===== src/rtl/uart_frame_pkg.sv =====
// Shared definitions for the road-status UART frame: sync byte, byte layout,
// parser states and the decoded field record used by both ends of the link.
package uart_frame_pkg;

   localparam logic [7:0]  HEADER    = 8'hAB;
   localparam int unsigned FRAME_LEN = 12;

   // Byte positions within a frame; hi bytes carry bits [9:8] in [1:0].
   localparam logic [3:0] IDX_HEADER   = 4'd0;
   localparam logic [3:0] IDX_RED      = 4'd1;
   localparam logic [3:0] IDX_GREEN    = 4'd2;
   localparam logic [3:0] IDX_XMIN_HI  = 4'd3;
   localparam logic [3:0] IDX_XMIN_LO  = 4'd4;
   localparam logic [3:0] IDX_XMAX_HI  = 4'd5;
   localparam logic [3:0] IDX_XMAX_LO  = 4'd6;
   localparam logic [3:0] IDX_YMIN_HI  = 4'd7;
   localparam logic [3:0] IDX_YMIN_LO  = 4'd8;
   localparam logic [3:0] IDX_YMAX_HI  = 4'd9;
   localparam logic [3:0] IDX_YMAX_LO  = 4'd10;
   localparam logic [3:0] IDX_FLAGS    = 4'(FRAME_LEN - 1);

   typedef enum logic {HUNT, COLLECT} state_t;

   typedef struct packed {
      logic [9:0] x_min;
      logic [9:0] x_max;
      logic [9:0] y_min;
      logic [9:0] y_max;
      logic [4:0] red_left_time;
      logic [4:0] green_left_time;
      logic       traffic_light;
      logic       human_violation;
      logic       car_violation;
      logic       traffic_amount;
   } road_frame_t;

   // Reserved bits that must be zero for the byte at position idx.
   function automatic logic byte_ok(input logic [3:0] idx, input logic [7:0] b);
      logic ok;
      case (idx)
         IDX_RED, IDX_GREEN:                            ok = (b[7:5] == 3'b000);
         IDX_XMIN_HI, IDX_XMAX_HI,
         IDX_YMIN_HI, IDX_YMAX_HI:                      ok = (b[7:2] == 6'b000000);
         IDX_FLAGS:                                     ok = (b[3:0] == 4'b0000);
         default:                                       ok = 1'b1;
      endcase
      return ok;
   endfunction

endpackage


===== src/rtl/uart_frame_parser.sv =====
// Receive-side decoder for the 12-byte road-status frame. Hunts for the
// header, collects and checks the payload into a shadow record, and only
// publishes the field set once the whole frame has passed.
module uart_frame_parser
   import uart_frame_pkg::*;
#(
   parameter int unsigned TIMEOUT_CYC = 50000
) (
   input  logic       clk,
   input  logic       reset,
   input  logic       in_valid,
   input  logic [7:0] in_data,
   output logic [9:0] x_min,
   output logic [9:0] x_max,
   output logic [9:0] y_min,
   output logic [9:0] y_max,
   output logic [4:0] red_left_time,
   output logic [4:0] green_left_time,
   output logic       traffic_light,
   output logic       human_violation,
   output logic       car_violation,
   output logic       traffic_amount,
   output logic       frame_valid,
   output logic       frame_err,
   output logic [7:0] frame_cnt,
   output logic [7:0] err_cnt
);

   localparam int unsigned TW = $clog2(TIMEOUT_CYC + 1);

   state_t      state_q, state_d;
   logic [3:0]  idx_q, idx_d;
   logic [TW-1:0] tmo_q, tmo_d;
   road_frame_t shadow_q, shadow_d;
   road_frame_t frame_q, frame_d;
   logic        valid_q, valid_d;
   logic        err_q, err_d;
   logic [7:0]  fcnt_q, fcnt_d;
   logic [7:0]  ecnt_q, ecnt_d;

   // Next-state: frame sequencing, shadow capture, publish and abort.
   always_comb begin
      state_d  = state_q;
      idx_d    = idx_q;
      tmo_d    = tmo_q;
      shadow_d = shadow_q;
      frame_d  = frame_q;
      valid_d  = 1'b0;
      err_d    = 1'b0;
      fcnt_d   = fcnt_q;
      ecnt_d   = ecnt_q;

      case (state_q)
         HUNT: begin
            tmo_d = '0;
            idx_d = IDX_HEADER;
            if (in_valid && in_data == HEADER) begin
               state_d = COLLECT;
               idx_d   = IDX_RED;
            end
         end

         COLLECT: begin
            if (in_valid) begin
               // A byte always wins over a timeout landing in the same cycle.
               tmo_d = '0;
               if (!byte_ok(idx_q, in_data)) begin
                  err_d    = 1'b1;
                  shadow_d = '0;
                  if (ecnt_q != 8'hFF) ecnt_d = ecnt_q + 8'd1;
                  // The offending byte may itself be the next frame's header.
                  if (in_data == HEADER) begin
                     state_d = COLLECT;
                     idx_d   = IDX_RED;
                  end else begin
                     state_d = HUNT;
                     idx_d   = IDX_HEADER;
                  end
               end else if (idx_q == IDX_FLAGS) begin
                  frame_d                 = shadow_q;
                  frame_d.traffic_light   = in_data[7];
                  frame_d.human_violation = in_data[6];
                  frame_d.car_violation   = in_data[5];
                  frame_d.traffic_amount  = in_data[4];
                  valid_d  = 1'b1;
                  fcnt_d   = fcnt_q + 8'd1;
                  shadow_d = '0;
                  state_d  = HUNT;
                  idx_d    = IDX_HEADER;
               end else begin
                  case (idx_q)
                     IDX_RED:     shadow_d.red_left_time   = in_data[4:0];
                     IDX_GREEN:   shadow_d.green_left_time = in_data[4:0];
                     IDX_XMIN_HI: shadow_d.x_min[9:8]      = in_data[1:0];
                     IDX_XMIN_LO: shadow_d.x_min[7:0]      = in_data;
                     IDX_XMAX_HI: shadow_d.x_max[9:8]      = in_data[1:0];
                     IDX_XMAX_LO: shadow_d.x_max[7:0]      = in_data;
                     IDX_YMIN_HI: shadow_d.y_min[9:8]      = in_data[1:0];
                     IDX_YMIN_LO: shadow_d.y_min[7:0]      = in_data;
                     IDX_YMAX_HI: shadow_d.y_max[9:8]      = in_data[1:0];
                     IDX_YMAX_LO: shadow_d.y_max[7:0]      = in_data;
                     default: ;
                  endcase
                  idx_d = idx_q + 4'd1;
               end
            end else if (tmo_q == TW'(TIMEOUT_CYC - 1)) begin
               err_d    = 1'b1;
               shadow_d = '0;
               tmo_d    = '0;
               if (ecnt_q != 8'hFF) ecnt_d = ecnt_q + 8'd1;
               state_d  = HUNT;
               idx_d    = IDX_HEADER;
            end else begin
               tmo_d = tmo_q + 1'b1;
            end
         end

         default: begin
            state_d = HUNT;
            idx_d   = IDX_HEADER;
         end
      endcase
   end

   // State, shadow, published fields and counters.
   always_ff @(posedge clk or posedge reset) begin
      if (reset) begin
         state_q  <= HUNT;
         idx_q    <= IDX_HEADER;
         tmo_q    <= '0;
         shadow_q <= '0;
         frame_q  <= '0;
         valid_q  <= 1'b0;
         err_q    <= 1'b0;
         fcnt_q   <= 8'd0;
         ecnt_q   <= 8'd0;
      end else begin
         state_q  <= state_d;
         idx_q    <= idx_d;
         tmo_q    <= tmo_d;
         shadow_q <= shadow_d;
         frame_q  <= frame_d;
         valid_q  <= valid_d;
         err_q    <= err_d;
         fcnt_q   <= fcnt_d;
         ecnt_q   <= ecnt_d;
      end
   end

   assign x_min           = frame_q.x_min;
   assign x_max           = frame_q.x_max;
   assign y_min           = frame_q.y_min;
   assign y_max           = frame_q.y_max;
   assign red_left_time   = frame_q.red_left_time;
   assign green_left_time = frame_q.green_left_time;
   assign traffic_light   = frame_q.traffic_light;
   assign human_violation = frame_q.human_violation;
   assign car_violation   = frame_q.car_violation;
   assign traffic_amount  = frame_q.traffic_amount;
   assign frame_valid     = valid_q;
   assign frame_err       = err_q;
   assign frame_cnt       = fcnt_q;
   assign err_cnt         = ecnt_q;

endmodule


===== config.mk =====
export PLATFORM = sky130hd
export DESIGN_NAME = uart_frame_parser
export DESIGN_NICKNAME = d
export VERILOG_FILES = /design/src/rtl/uart_frame_pkg.sv /design/src/rtl/uart_frame_parser.sv
export SDC_FILE = /design/constraint.sdc
export NUM_CORES = 1
export LEC_CHECK = 0
export CAP_MARGIN = 30
export CORE_MARGIN = 5
export CORE_UTILIZATION = 35
export CTS_BUF_LIST = sky130_fd_sc_hd__clkbuf_8 sky130_fd_sc_hd__clkbuf_16
export DETAILED_ROUTE_END_ITERATION = 8
export PLACE_DENSITY = 0.57
export SLEW_MARGIN = 40
export SYNTH_ARGS = -nofsm -noshare
export SYNTH_HDL_FRONTEND = slang
export SYNTH_SLANG_ARGS = --single-unit

===== constraint.sdc =====
create_clock -name clk -period 4.6 [get_ports clk]
set_input_delay 0.69 -clock clk [delete_from_list [all_inputs] [get_ports clk]]
set_output_delay 0.69 -clock clk [all_outputs]
set_load 0.05 [all_outputs]

# Yosys cells after proc, flatten, opt, wreduce, memory -nomap -nowiden

Index checks and enable logic that the tools add are counted.

Bits in registers: 143
Output and inout port bits: 72
Bits of input ports: 11
Logic and storage cells: 124

Reductions and logical operators: 19
Multiplexer cells: 47
$add $sub $neg: 4
Equality and inequality tests: 26
Bitwise gates (word level): 1

Operators with widths:

| operator                                               | count |
|---|---|
| two-way mux 54 bit                                     | 3 |
| two-way mux 8 bit                                      | 8 |
| two-way mux 50 bit                                     | 1 |
| inequality test 4 x 2 -> 1 bit (second input constant) | 10 |
| AND reduction 3 bit                                    | 11 |
| two-way mux 16 bit                                     | 2 |
| one-hot mux 16 bit (2 select lines)                    | 1 |
| two-way mux 4 bit                                      | 5 |
| two-way mux 1 bit                                      | 18 |
| adder 16 x 1 -> 16 bit (second input constant)         | 1 |
| adder 8 x 1 -> 8 bit (second input constant)           | 2 |
| == test 16 bit (second input constant)                 | 1 |
| == test 4 x 3 -> 1 bit (second input constant)         | 4 |
| == test 4 bit (second input constant)                  | 4 |
| two-way mux 5 bit                                      | 2 |
| == test 4 x 2 -> 1 bit (second input constant)         | 2 |
| == test 8 bit (second input constant)                  | 1 |
| two-way mux 2 bit                                      | 4 |
| inequality test 8 bit (second input constant)          | 1 |
| one-hot mux 4 bit (2 select lines)                     | 1 |
| zero test 6 bit                                        | 1 |
| adder 4 x 1 -> 4 bit (second input constant)           | 1 |
| == test 4 x 1 -> 1 bit (second input constant)         | 1 |
| zero test 4 bit                                        | 1 |
| other kinds (11)                                       | 11 |

# Longest topological paths before layout

Gate-level depths: netlist (run 1).

Depth after elaboration: 8
Depth in mapped cells: 10
Mapped depth without buffers: 8

# Least setup slack after synthesis (run 1)

Ideal clock, no wire load.

Kind: input to register
Start: input port in_data[5]
End: register fcnt_q[5], in the netlist frame_cnt[5]
Path slack: 2059 ps
Arrival time: 2399 ps
Stages: 7
Required time: 4458 ps
Setup time: 142 ps
Buffers on the path: 1
Cells stage by stage: or3_1 or4_4 o221a_2 a21boi_2 buf_4 nand4_1 xnor2_1

Longest elaborated chain between the ends: 5
Elaborated cells on any way between the ends: 6
Those cells by class: mux (3); reduce/logical (3)

Ends and longest elaborated chain:

| item                                                      | RTL line                                   | source |
|---|---|---|
| start: declaration                                        | uart_frame_parser.sv:12                    | `input logic [7:0] in_data,` |
| zero test 6 bit / zero test 3 bit (equally long branches) | uart_frame_pkg.sv:43, uart_frame_pkg.sv:41 |  |
| one-hot mux 1 bit (3 select lines) *                      | uart_frame_pkg.sv:40                       | `case (idx)` |
| two-way mux 1 bit *                                       | uart_frame_parser.sv:64                    | `if (in_valid) begin` |
| two-way mux 1 bit *                                       | uart_frame_parser.sv:53                    | `case (state_q)` |
| AND reduction 4 bit (no source line) *                    | --                                         |  |
| end signal: assignment                                    | uart_frame_parser.sv:145                   | `fcnt_q <= fcnt_d;` |
| end: declaration                                          | uart_frame_parser.sv:38                    | `logic [7:0] fcnt_q, fcnt_d;` |

Mark *: on every way between the ends. The rest lies on a longest branch, timed or not. The select of a mux whose other input is x is not followed.
A chain may end at the register's enable or synchronous reset.

# Final worst setup path (run 1)

Start: input port in_data[7]
End: register shadow_q[9] (netlist bit)

Longest elaborated chain between the ends: 6
Elaborated cells on any way between the ends: 9
Those cells by class: eq/ne (1); mux (5); reduce/logical (3)

Ends and longest elaborated chain:

| item                                                                                         | RTL line                                   | source |
|---|---|---|
| zero test 6 bit / zero test 3 bit (equally long branches)                                    | uart_frame_pkg.sv:43, uart_frame_pkg.sv:41 |  |
| one-hot mux 1 bit (3 select lines) *                                                         | uart_frame_pkg.sv:40                       |  |
| two-way mux 1 bit *                                                                          | uart_frame_parser.sv:64                    |  |
| two-way mux 1 bit *                                                                          | uart_frame_parser.sv:53                    |  |
| inequality test 4 x 2 -> 1 bit (no source line) / two-way mux 54 bit (equally long branches) | --                                         |  |
| AND reduction 3 bit (no source line) / two-way mux 54 bit (equally long branches)            | --                                         |  |
| end signal: assignment                                                                       | uart_frame_parser.sv:141                   | `shadow_q <= shadow_d;` |
| end: declaration                                                                             | uart_frame_parser.sv:34                    | `road_frame_t shadow_q, shadow_d;` |

Marks and branches as above.

==> key figures, run 1 <==
Status
  • Status: complete, no violations

Synth
  • Post-Syn Instances: 587
  • Syn Std Cell Area: 6100 um^2
  • Asr flop ratio synth: 100%
  • Commonest cells in the netlist: nand2_1 (193), dfrtp_1 (143), nor2_1 (28), o2bb2ai_1 (24), nand3_1 (19)
  • Flops & latches, synth: 143
  • Syn Area/Cell: 10.4 um^2
  • Top cells by area, synth: dfrtp_1 (59%), nand2_1 (12%), o2bb2ai_1 (3.4%)
  • Most frequent cell after synthesis: nand2_1
  • Synth area leader: dfrtp_1
  • Synth Warn #: 0
  • Ys flop type: dfrtp_1
  • Synth cell types: 52
  • Seq/Total Area, Yosys: 58.6%
  • Yosys top cell area share: 58.6%
  • EDFF count, synth: 0
  • Net count after synthesis: 605

Clock network
  • Num Clock Sinks: 143
  • H-tree Lvls: 4
  • Worst-path clk slew: 0.06 ns
  • Postcts setup bufs: 0
  • CTS hold repair buffers: 0
  • CTS Root Cell: clkbuf_16
  • Clock buffer depth: 2
  • CTS Buf Count: 17
  • Post-CTS Resized: 0
  • CTS tree: yes
  • Worst skew pair latency: 0.42 ns

Pwr
  • Clk pwr share: 46.4%
  • Combinational power share: 7.3%
  • Total power: 2.78 mW
  • Leak: 3.55 nW
  • P_sw: 0.673 mW
  • Switching share of power: 24.2%
  • Internal power: 2.11 mW
  • Max IR drop VDD: 0.249 mV
  • Seq pwr share: 46.3%
  • PD cells: 360 nW/um^2

Route
  • Initial DRC Count: 278
  • Via count: 4,601
  • Detail Route Antenna Nets: 0
  • DR vias/cell: 5.08
  • DRC viols: 0
  • Drt first pass iters: 5
  • Wire per inst: 16.7 um
  • DRT Wirelength: 15,100 um

Critical path
  • Worst path required time: 4.93 ns
  • Path depth of the worst reg2reg path: 8
  • CP Capture Type: flop
  • Crit path DAT: 3.73 ns
  • FF-to-FF setup slack: 1.46 ns
  • CP max FO: 8
  • CP Class: in2reg
  • Setup crit start kind: primary input

Timing
  • Max-slew violation count: 0
  • PnR worst setup slack: 1.20 ns
  • Final hold viol count: 0
  • Clk_skew: 0.0117 ns
  • Max Fclk: 294 MHz
  • Period utilization: 73.8%
  • Worst Tran Pin Value: 0.718 ns
  • Period minus WS final: 3.40 ns
  • RSZ-0062 raised after global routing: no
  • Setup violators final: 0
  • WHS: 0.468 ns
  • Worst relative slew slack: 52.1%
  • Setup Total Neg Slack: 0 ns

Global routing
  • Initial antenna violation count: 0
  • Gr usage total: 15.5%
  • Overflow after GRT: 0
  • Largest net degree at the start of global routing: 120
  • Vias in the first global route: 4,726
  • Global-route wire length before repair: 25,000 um

Place
  • Final HPWL DP: 10,600 um
  • Routability cong.: 0.840
  • Placement-stage cell area: 7160 um^2
  • Pre-CTS setup slack: 0.892 ns
  • Port-buffer cells: 82
  • Placed Cells: 874

Cells and area
  • ANT cells: 0
  • Layout cells sized above 1: 8.22%
  • Design area: 7720 um^2
  • Final Core Density: 45.0%
  • Fin cells: 906
  • P&R area growth vs syn: 26.6%
  • Fill cell count: 1,640
  • NumNets Final: 686

Hold path
  • Min-delay worst type: reg2reg
  • Min-Delay Path Depth: 2

Floorplanning
  • Die Area: 20,200 um^2
  • Row cnt: 48
  • Initial Util: 35.5%
  • Core area: 17,200 um^2
  • Die height: 142 um
  • Die width: 142 um
  • I/O Pins: 83

Job
  • # Max-Cap Violations: 0
[metal layers]
metal / share of wire [%] / global-route usage, % / vias to the layer above
li1: - / - / 2177
met1: 46 / 20.7 / 2272
met2: 46 / 24.3 / 132
met3: 6.1 / 4.47 / 20
met4: 1.8 / 5.61 / 0
met5: 0 / 0 / -
[layout make-up]
cell class / instances / area, um^2 / area share, %
Tap cell: 225 / 282 / 3.64
Multi-Input combinational cell: 414 / 2410 / 31.2
Clock buffer: 20 / 467 / 6.04
Sequential cell: 143 / 3580 / 46.3
Clock inverter: 12 / 96.3 / 1.25
Timing Repair Buffer: 88 / 866 / 11.2
Inverter: 4 / 27.5 / 0.356
[registers in the layout, indices dropped and copies added, names as in the netlist, 8 cells and up]
| name | count |
|---|---|
| frame_cnt | 8 |
| tmo_q | 16 |
| shadow_q | 50 |
| y_min | 10 |
| x_max | 10 |
| x_min | 10 |
| err_cnt | 8 |
| y_max | 10 |
[power by group through the flow]
stage                     Combinational, mW  Clock, mW  Sequential, mW
after floorplan                       0.116          0            1.33
after global placement                0.200          0            1.31
after detailed placement              0.204          0            1.31
after CTS                             0.205       1.32            1.29
after global routing                  0.222       1.38            1.29
final                                 0.203       1.29            1.29
[worst max-delay path, stage by stage]
cell and delay, ns:
clkdlybuf4s50_1 0.60, or3_1 0.45, or4_4 0.51, o221a_2 0.19, a21oi_1 0.61, buf_4 0.28, nand2_1 0.17, o2bb2ai_1 0.22
[layout by cell type (no fill, tap or decap), drive strengths merged, types with 4 or more instances in the layout]
master	Yosys	final
xnor2	17	17
and3	6	6
clkinv	0	6
xor2	10	10
dfrtp	143	143
ha	7	7
o2bb2ai	24	24
nand2	193	193
buf	15	6
nand3	19	19
nand4	9	9
o31ai	4	4
nor2b	6	6
and2	8	8
clkdlybuf4s50	0	82
clkbuf	11	20
a21oi	5	5
nor2	29	29
a22o	18	18
o21ai	8	8
inv	4	6
or3	5	5
a32o	10	10
[cells by family (layout without fill, tap and decap cells)]
family / count (synthesis) / after routing / share of synthesized area [%]
AOI/OAI and AO/OA: 86 / 86 / 12.6
buffers and inverters: 30 / 124 / 2.21
and+or+nand+nor: 293 / 293 / 21.0
muxes: 1 / 1 / 0.185
xor gates and xnor gates: 27 / 27 / 3.88
adders and majority gates: 7 / 7 / 1.44
DFF: 143 / 143 / 58.6
[path summary, 6_finish.rpt]
path / start / end
max: in_data[7] / shadow_q[9]$_DFFE_PP0P_
min: y_min[3]$_DFFE_PP0P_ / y_min[3]$_DFFE_PP0P_
max reg2reg: idx_q[0]$_DFFE_PP0P_ / shadow_q[9]$_DFFE_PP0P_
min reg2reg: y_min[3]$_DFFE_PP0P_ / y_min[3]$_DFFE_PP0P_
max in group asynchronous: reset / shadow_q[34]$_DFFE_PP0P_
min in group asynchronous: reset / frame_cnt[0]$_DFFE_PP0P_
(Power assumes the default switching activity.)
==> run 2: changes to the inputs <==
--- a/config.mk
+++ b/config.mk
@@ -10,7 +10,7 @@
 export CORE_UTILIZATION = 35
 export CTS_BUF_LIST = sky130_fd_sc_hd__clkbuf_8 sky130_fd_sc_hd__clkbuf_16
 export DETAILED_ROUTE_END_ITERATION = 8
-export PLACE_DENSITY = 0.57
+export PLACE_DENSITY = 0.55
 export SLEW_MARGIN = 40
 export SYNTH_ARGS = -nofsm -noshare
 export SYNTH_HDL_FRONTEND = slang
==> constraint.sdc (replaced) <==
create_clock -name clk -period 3.5 [get_ports clk]
set_input_delay 0.525 -clock clk [delete_from_list [all_inputs] [get_ports clk]]
set_output_delay 0.525 -clock clk [all_outputs]
set_load 0.05 [all_outputs]
==> run 2 against run 1 <==
  * Design area grew 3.0%
  * Non-clock buffer count grew 21
  * Core utilization grew 1.3 points
  * Sequential share of layout area shrank 1.3 points
  * Worst hold slack lost 0.014 ns
  * Total power grew 33%
  * Clock-buffer cell count grew 2
  * Register-to-register slack lost 0.67 ns
  * First-iteration DRC count grew 9.0%
  * Critical path depth is the same
  * Global-route usage grew 1.2 points
  * Clock skew shrank 0.0036 ns
==> key figures, run 2 (synthesis results as in run 1) <==
Critical path
  • CP delay by family, top: simple AND/OR/NAND/NOR gates
  • Critical-path top delay cell: or4_1
  • Crit-path cells: ha_1 > nor2b_1 > a21oi_1 > or4_1 > a21oi_1 > buf_12 > o21bai_1 > o2111a_1
  • Crit path DAT: 3.07 ns
  • Worst path required time: 3.85 ns
  • Setup crit start kind: flop
  • CP max FO: 13
  • CP Capture Type: flop
  • Crit-path max cell delay: 0.67 ns
  • Buf/Inv on CP: 1
  • WP depth: 8
  • Most frequent CP cell: a21oi_1
  • CP Class: reg2reg
  • Path depth of the worst reg2reg path: 8

Floorplanning
  • Die width: 142 um
  • Core area: 17,200 um^2
  • Row cnt: 48
  • Die Area: 20,200 um^2
  • I/O Pins: 83
  • Die height: 142 um
  • Initial Util: 35.5%

Clock network
  • Num Clock Sinks: 143
  • CTS Root Cell: clkbuf_16
  • Worst-path clk slew: 0.05 ns
  • Postcts setup bufs: 0
  • CTS Buf Count: 17
  • Worst skew pair latency: 0.42 ns
  • Post-CTS Resized: 0
  • Clock buffer depth: 2
  • CTS hold repair buffers: 0
  • H-tree Lvls: 4
  • CTS tree: yes

Place
  • Placement-stage cell area: 7380 um^2
  • Port-buffer cells: 82
  • Pre-CTS setup slack: 0.457 ns
  • Final HPWL DP: 11,600 um
  • Routability cong.: 0.907

Timing
  • Setup violators final: 0
  • Clk_skew: 0.00809 ns
  • Setup Total Neg Slack: 0 ns
  • Period utilization: 77.5%
  • Worst Tran Pin Value: 0.604 ns
  • Max Fclk: 368 MHz
  • PnR worst setup slack: 0.786 ns
  • Final hold viol count: 0
  • Period minus WS final: 2.71 ns
  • Max-slew violation count: 0
  • Worst relative slew slack: 59.6%
  • RSZ-0062 raised after global routing: no

Global routing
  • Global-route wire length before repair: 26,600 um
  • Overflow after GRT: 0
  • Largest net degree at the start of global routing: 50
  • Vias in the first global route: 4,791
  • Gr usage total: 16.8%
  • Initial antenna violation count: 0

Pwr
  • Max IR drop VDD: 0.348 mV
  • PD cells: 465 nW/um^2
  • Total power: 3.69 mW
  • Leak: 3.69 nW

Job
  • # Max-Cap Violations: 0

Cells and area
  • Commonest non-fill, non-tap cell in the layout: nand2_1
  • P&R area growth vs syn: 30.3%
  • Design area: 7950 um^2
  • Layout cells sized above 1: 10.8%
  • Largest regs: shadow_q (50), tmo_q (16)
  • Most flops, register: shadow_q
  • Max reg flops: 50
  • NumNets Final: 707
  • Most frequent cells in the layout: nand2_1 (193), dfrtp_1 (143), clkdlybuf4s50_1 (82)
  • ANT cells: 0

Route
  • DRT Wirelength: 16,000 um
  • DR vias/cell: 5.07
  • Wire per inst: 17.2 um
  • Initial DRC Count: 303
  • Detail Route Antenna Nets: 0
  • Drt first pass iters: 7
  • Via count: 4,696
  • DRC viols: 0

Hold path
  • Min-delay worst type: in2async

Status
  • Status: complete, no violations
-- run 2: cell types whose count changed in the layout (fill, tap and decap cells not counted) --
| cell | change |
|---|---|
| buf_12 | +6 |
| buf_4 | +14 |
| buf_6 | +1 |
| clkbuf_8 | +2 |
| clkinv_2 | +2 |
| clkinv_4 | -2 |
| clkinv_8 | -1 |
| clkinvlp_4 | -2 |
| inv_1 | +1 |
-- run 2: metal layers --
layer  GRT usage (%)  routed length (um)  up-vias
met5               0                   0        -
met4            5.35                 314        0
met3            5.31                1020       24
met2            26.2                7450      120
met1            22.3                7170     2316
li1                -                   -     2236
-- run 2: final timing paths --
check	startpoint	endpoint	slack, ns
min reg2reg	x_max[4]$_DFFE_PP0P_	x_max[4]$_DFFE_PP0P_	0.46
min	reset	y_max[7]$_DFFE_PP0P_	0.45
min in group clk	x_max[4]$_DFFE_PP0P_	x_max[4]$_DFFE_PP0P_	0.46
max reg2reg	idx_q[0]$_DFFE_PP0P_	idx_q[0]$_DFFE_PP0P_	0.79
max in group asynchronous	reset	err_cnt[6]$_DFFE_PP0P_	2.35
max	idx_q[0]$_DFFE_PP0P_	idx_q[0]$_DFFE_PP0P_	0.79
-- run 2: final cells by class --
cell class                      instances  area, um^2
Clock buffer                           22         494
Clock inverter                         10        70.1
Fill cell                            1682        9220
Inverter                                4        18.8
Multi-Input combinational cell        414        2410
Sequential cell                       143        3580
Tap cell                              225         282
Timing Repair Buffer                  109        1100
-- run 2: where the power goes --
group / internal [mW] / switching [mW]
Sequential: 1.67 / 0.0219
Combinational: 0.0968 / 0.199
Clock: 1.05 / 0.651
Total: 2.82 / 0.872
-- run 2: worst register-to-register path, cell delays in order, from the launching register on --
cell,delay (ns)
dfrtp_1,0.45
ha_1,0.43
nor2b_1,0.18
a21oi_1,0.07
or4_1,0.67
a21oi_1,0.28
buf_12,0.17
o21bai_1,0.18
o2111a_1,0.23
-- run 2: through the flow --
| step | hold slack [ns] | util [%] | std cells |
|---|---|---|---|
| after floorplan | 0.446 | - | 587 |
| after global placement | 0.450 | 42.8 | 893 |
| after detailed placement | 0.458 | 42.9 | 894 |
| after CTS | 0.452 | 46.2 | 926 |
| after global routing | 0.469 | 46.3 | 927 |
| final | 0.454 | 46.3 | 927 |
==> run 3: changes to the inputs <==
==> constraint.sdc (replaced) <==
create_clock -name clk -period 2.5 [get_ports clk]
set_input_delay 0.375 -clock clk [delete_from_list [all_inputs] [get_ports clk]]
set_output_delay 0.375 -clock clk [all_outputs]
set_load 0.05 [all_outputs]
==> run 3 against run 2 <==
  * Critical path depth up 2
  * Non-clock buffer count up 50
  * Via count up 1.4%
  * First-iteration DRC count down 5.0%
  * Global-route usage up 0.50 points
  * Clock skew about the same
  * Cell count up 5.3%
  * Clock power up 61%
  * Core utilization up 3.1 points
  * Clock-buffer cell count down 3
  * Critical path type is now in2reg
  * Largest cell class unchanged
  * Highest routed layer unchanged
==> key figures, run 3 (synthesis results as in run 1) <==
Route
  • DRT Wirelength: 16,600 um
  • Via count: 4,761
  • DR vias/cell: 4.88
  • Detail Route Antenna Nets: 0
  • WL met1: 7480 um
  • Wire per inst: 17.0 um
  • Max Used Layer: met4
  • DRC viols: 0
  • Drt first pass iters: 4
  • Met2 WL post-DR: 8170 um
  • Metal3 WL: 717 um
  • Initial DRC Count: 288

Critical path
  • Critical-path top delay cell: or4_4
  • CP max FO: 8
  • Setup crit start kind: primary input
  • FF-to-FF setup slack: 0.12 ns
  • Crit path DAT: 2.81 ns
  • Crit-path max cell delay: 0.53 ns
  • Worst path required time: 2.84 ns
  • CP Capture Type: flop
  • Crit-path cells: clkdlybuf4s50_1 > or3_1 > or4_4 > o221ai_2 > o21ai_4 > buf_12 > buf_4 > o31ai_4 > buf_4 > o2bb2ai_1
  • Most frequent CP cell: buf_4
  • CP Class: in2reg

Pwr
  • Max IR drop VDD: 0.478 mV
  • Leak: 3.96 nW
  • PD cells: 664 nW/um^2

Job
  • # Max-Cap Violations: 0

Floorplanning
  • Die Area: 20,200 um^2
  • Die height: 142 um
  • Core area: 17,200 um^2
  • Initial Util: 35.5%
  • Die width: 142 um
  • Row cnt: 48
  • I/O Pins: 83

Timing
  • Worst Tran Pin Value: 0.641 ns
  • Period minus WS final: 2.47 ns
  • WHS: 0.399 ns
  • Worst relative slew slack: 57.2%
  • Clk_skew: 0.00833 ns
  • Max-slew violation count: 0
  • Final hold viol count: 0
  • Max Fclk: 405 MHz
  • Period utilization: 98.8%
  • Setup violators final: 0

Cells and area
  • Final Core Density: 49.4%
  • Max reg flops: 50
  • Layout cells sized above 1: 18.1%
  • ANT cells: 0
  • Design area: 8490 um^2
  • NumNets Final: 757
  • Largest regs: shadow_q (50), tmo_q (16)
  • Most frequent cells in the layout: nand2_1 (193), dfrtp_1 (143), clkdlybuf4s50_1 (82)
  • Most flops, register: shadow_q
  • P&R area growth vs syn: 39.1%
  • Commonest non-fill, non-tap cell in the layout: nand2_1

Clock network
  • Clock buffer depth: 2
  • H-tree Lvls: 4
  • Worst skew pair latency: 0.42 ns
  • CTS tree: yes
  • Num Clock Sinks: 143
  • CTS Root Cell: clkbuf_16
  • CTS Buf Count: 17
  • Worst-path clk slew: 0.06 ns
  • CTS hold repair buffers: 0

Place
  • Final HPWL DP: 12,600 um
  • Routability cong.: 0.865
  • Placement-stage cell area: 7760 um^2
  • Port-buffer cells: 82

Global routing
  • Gr usage total: 17.2%
  • Largest net degree at the start of global routing: 42
  • Global-route wire length before repair: 27,200 um
  • Vias in the first global route: 4,983
  • Initial antenna violation count: 0
  • Overflow after GRT: 0

Hold path
  • Min-delay worst type: in2async

Status
  • Status: complete, no violations
## run 3: cell types whose count changed in the layout (fill, tap and decap cells not counted), moves of 3 or more
cell	change
bufinv_16	+4
o2bb2ai_2	+4
buf_12	+3
clkbuf_8	-3
clkinv_2	-3
o2bb2ai_1	-4
buf_4	+48
## run 3: stage by stage
step / setup slack (ns) / instances / setup TNS (ns) / power, mW
final: 0.0295 / 976 / 0 / 5.63
after floorplan: 0.102 / 587 / 0 / 2.66
after global placement: -0.294 / 942 / -24.89 / 2.89
after CTS: 0.0334 / 973 / 0 / 5.68
after global routing: -0.00151 / 976 / -0.00151 / 5.84
after detailed placement: -0.299 / 942 / -25.95 / 2.90
## run 3: what timing repair did
item / in CTS / in global routing
gates resized for setup: 0 / 10
buffers inserted: 0 / 3
setup endpoints to repair: 0 / 83
endpoints found under the hold margin: 0 / 0
## run 3: worst paths after layout
check / end / startpoint / cells after the start
max reg2reg: shadow_q[37]$_DFFE_PP0P_ / idx_q[0]$_DFFE_PP0P_ / 12
min reg2reg: y_min[7]$_DFFE_PP0P_ / y_min[7]$_DFFE_PP0P_ / 2
max in group asynchronous: frame_cnt[0]$_DFFE_PP0P_ / reset / 3
min in group clk: y_min[7]$_DFFE_PP0P_ / y_min[7]$_DFFE_PP0P_ / 2
min: shadow_q[35]$_DFFE_PP0P_ / reset / 2
max: shadow_q[37]$_DFFE_PP0P_ / in_data[5] / 10
## run 3: critical path, delay by kind of cell
family / cells / cell delay, ns
AO/OA/AOI/OAI: 4 / 0.53
AND/OR/NAND/NOR: 2 / 1.01
buffers and inverters: 4 / 0.88
## run 3: cell type report
type	count	area (um^2)
clock buffer	19	453
clock inverter	12	191
fill	1608	8690
inverter	4	18.8
multi-input combinational	414	2460
sequential	143	3580
tap	225	282
timing repair buffer	159	1510
## run 3: where the power goes
| part | leakage, nW | internal (mW) | switching (mW) |
|---|---|---|---|
| sequential | 2.00 | 2.34 | 0.0302 |
| clock | 0.318 | 1.81 | 0.939 |
| combinational | 1.65 | 0.213 | 0.304 |
| total | 3.96 | 4.36 | 1.27 |
## run 3: metal layers
layer  vias to the layer above  track usage (%)
met5                         -                0
met4                         0             5.35
met3                        16             4.47
met2                        91             28.3
met1                      2329             22.5
li1                       2325                -
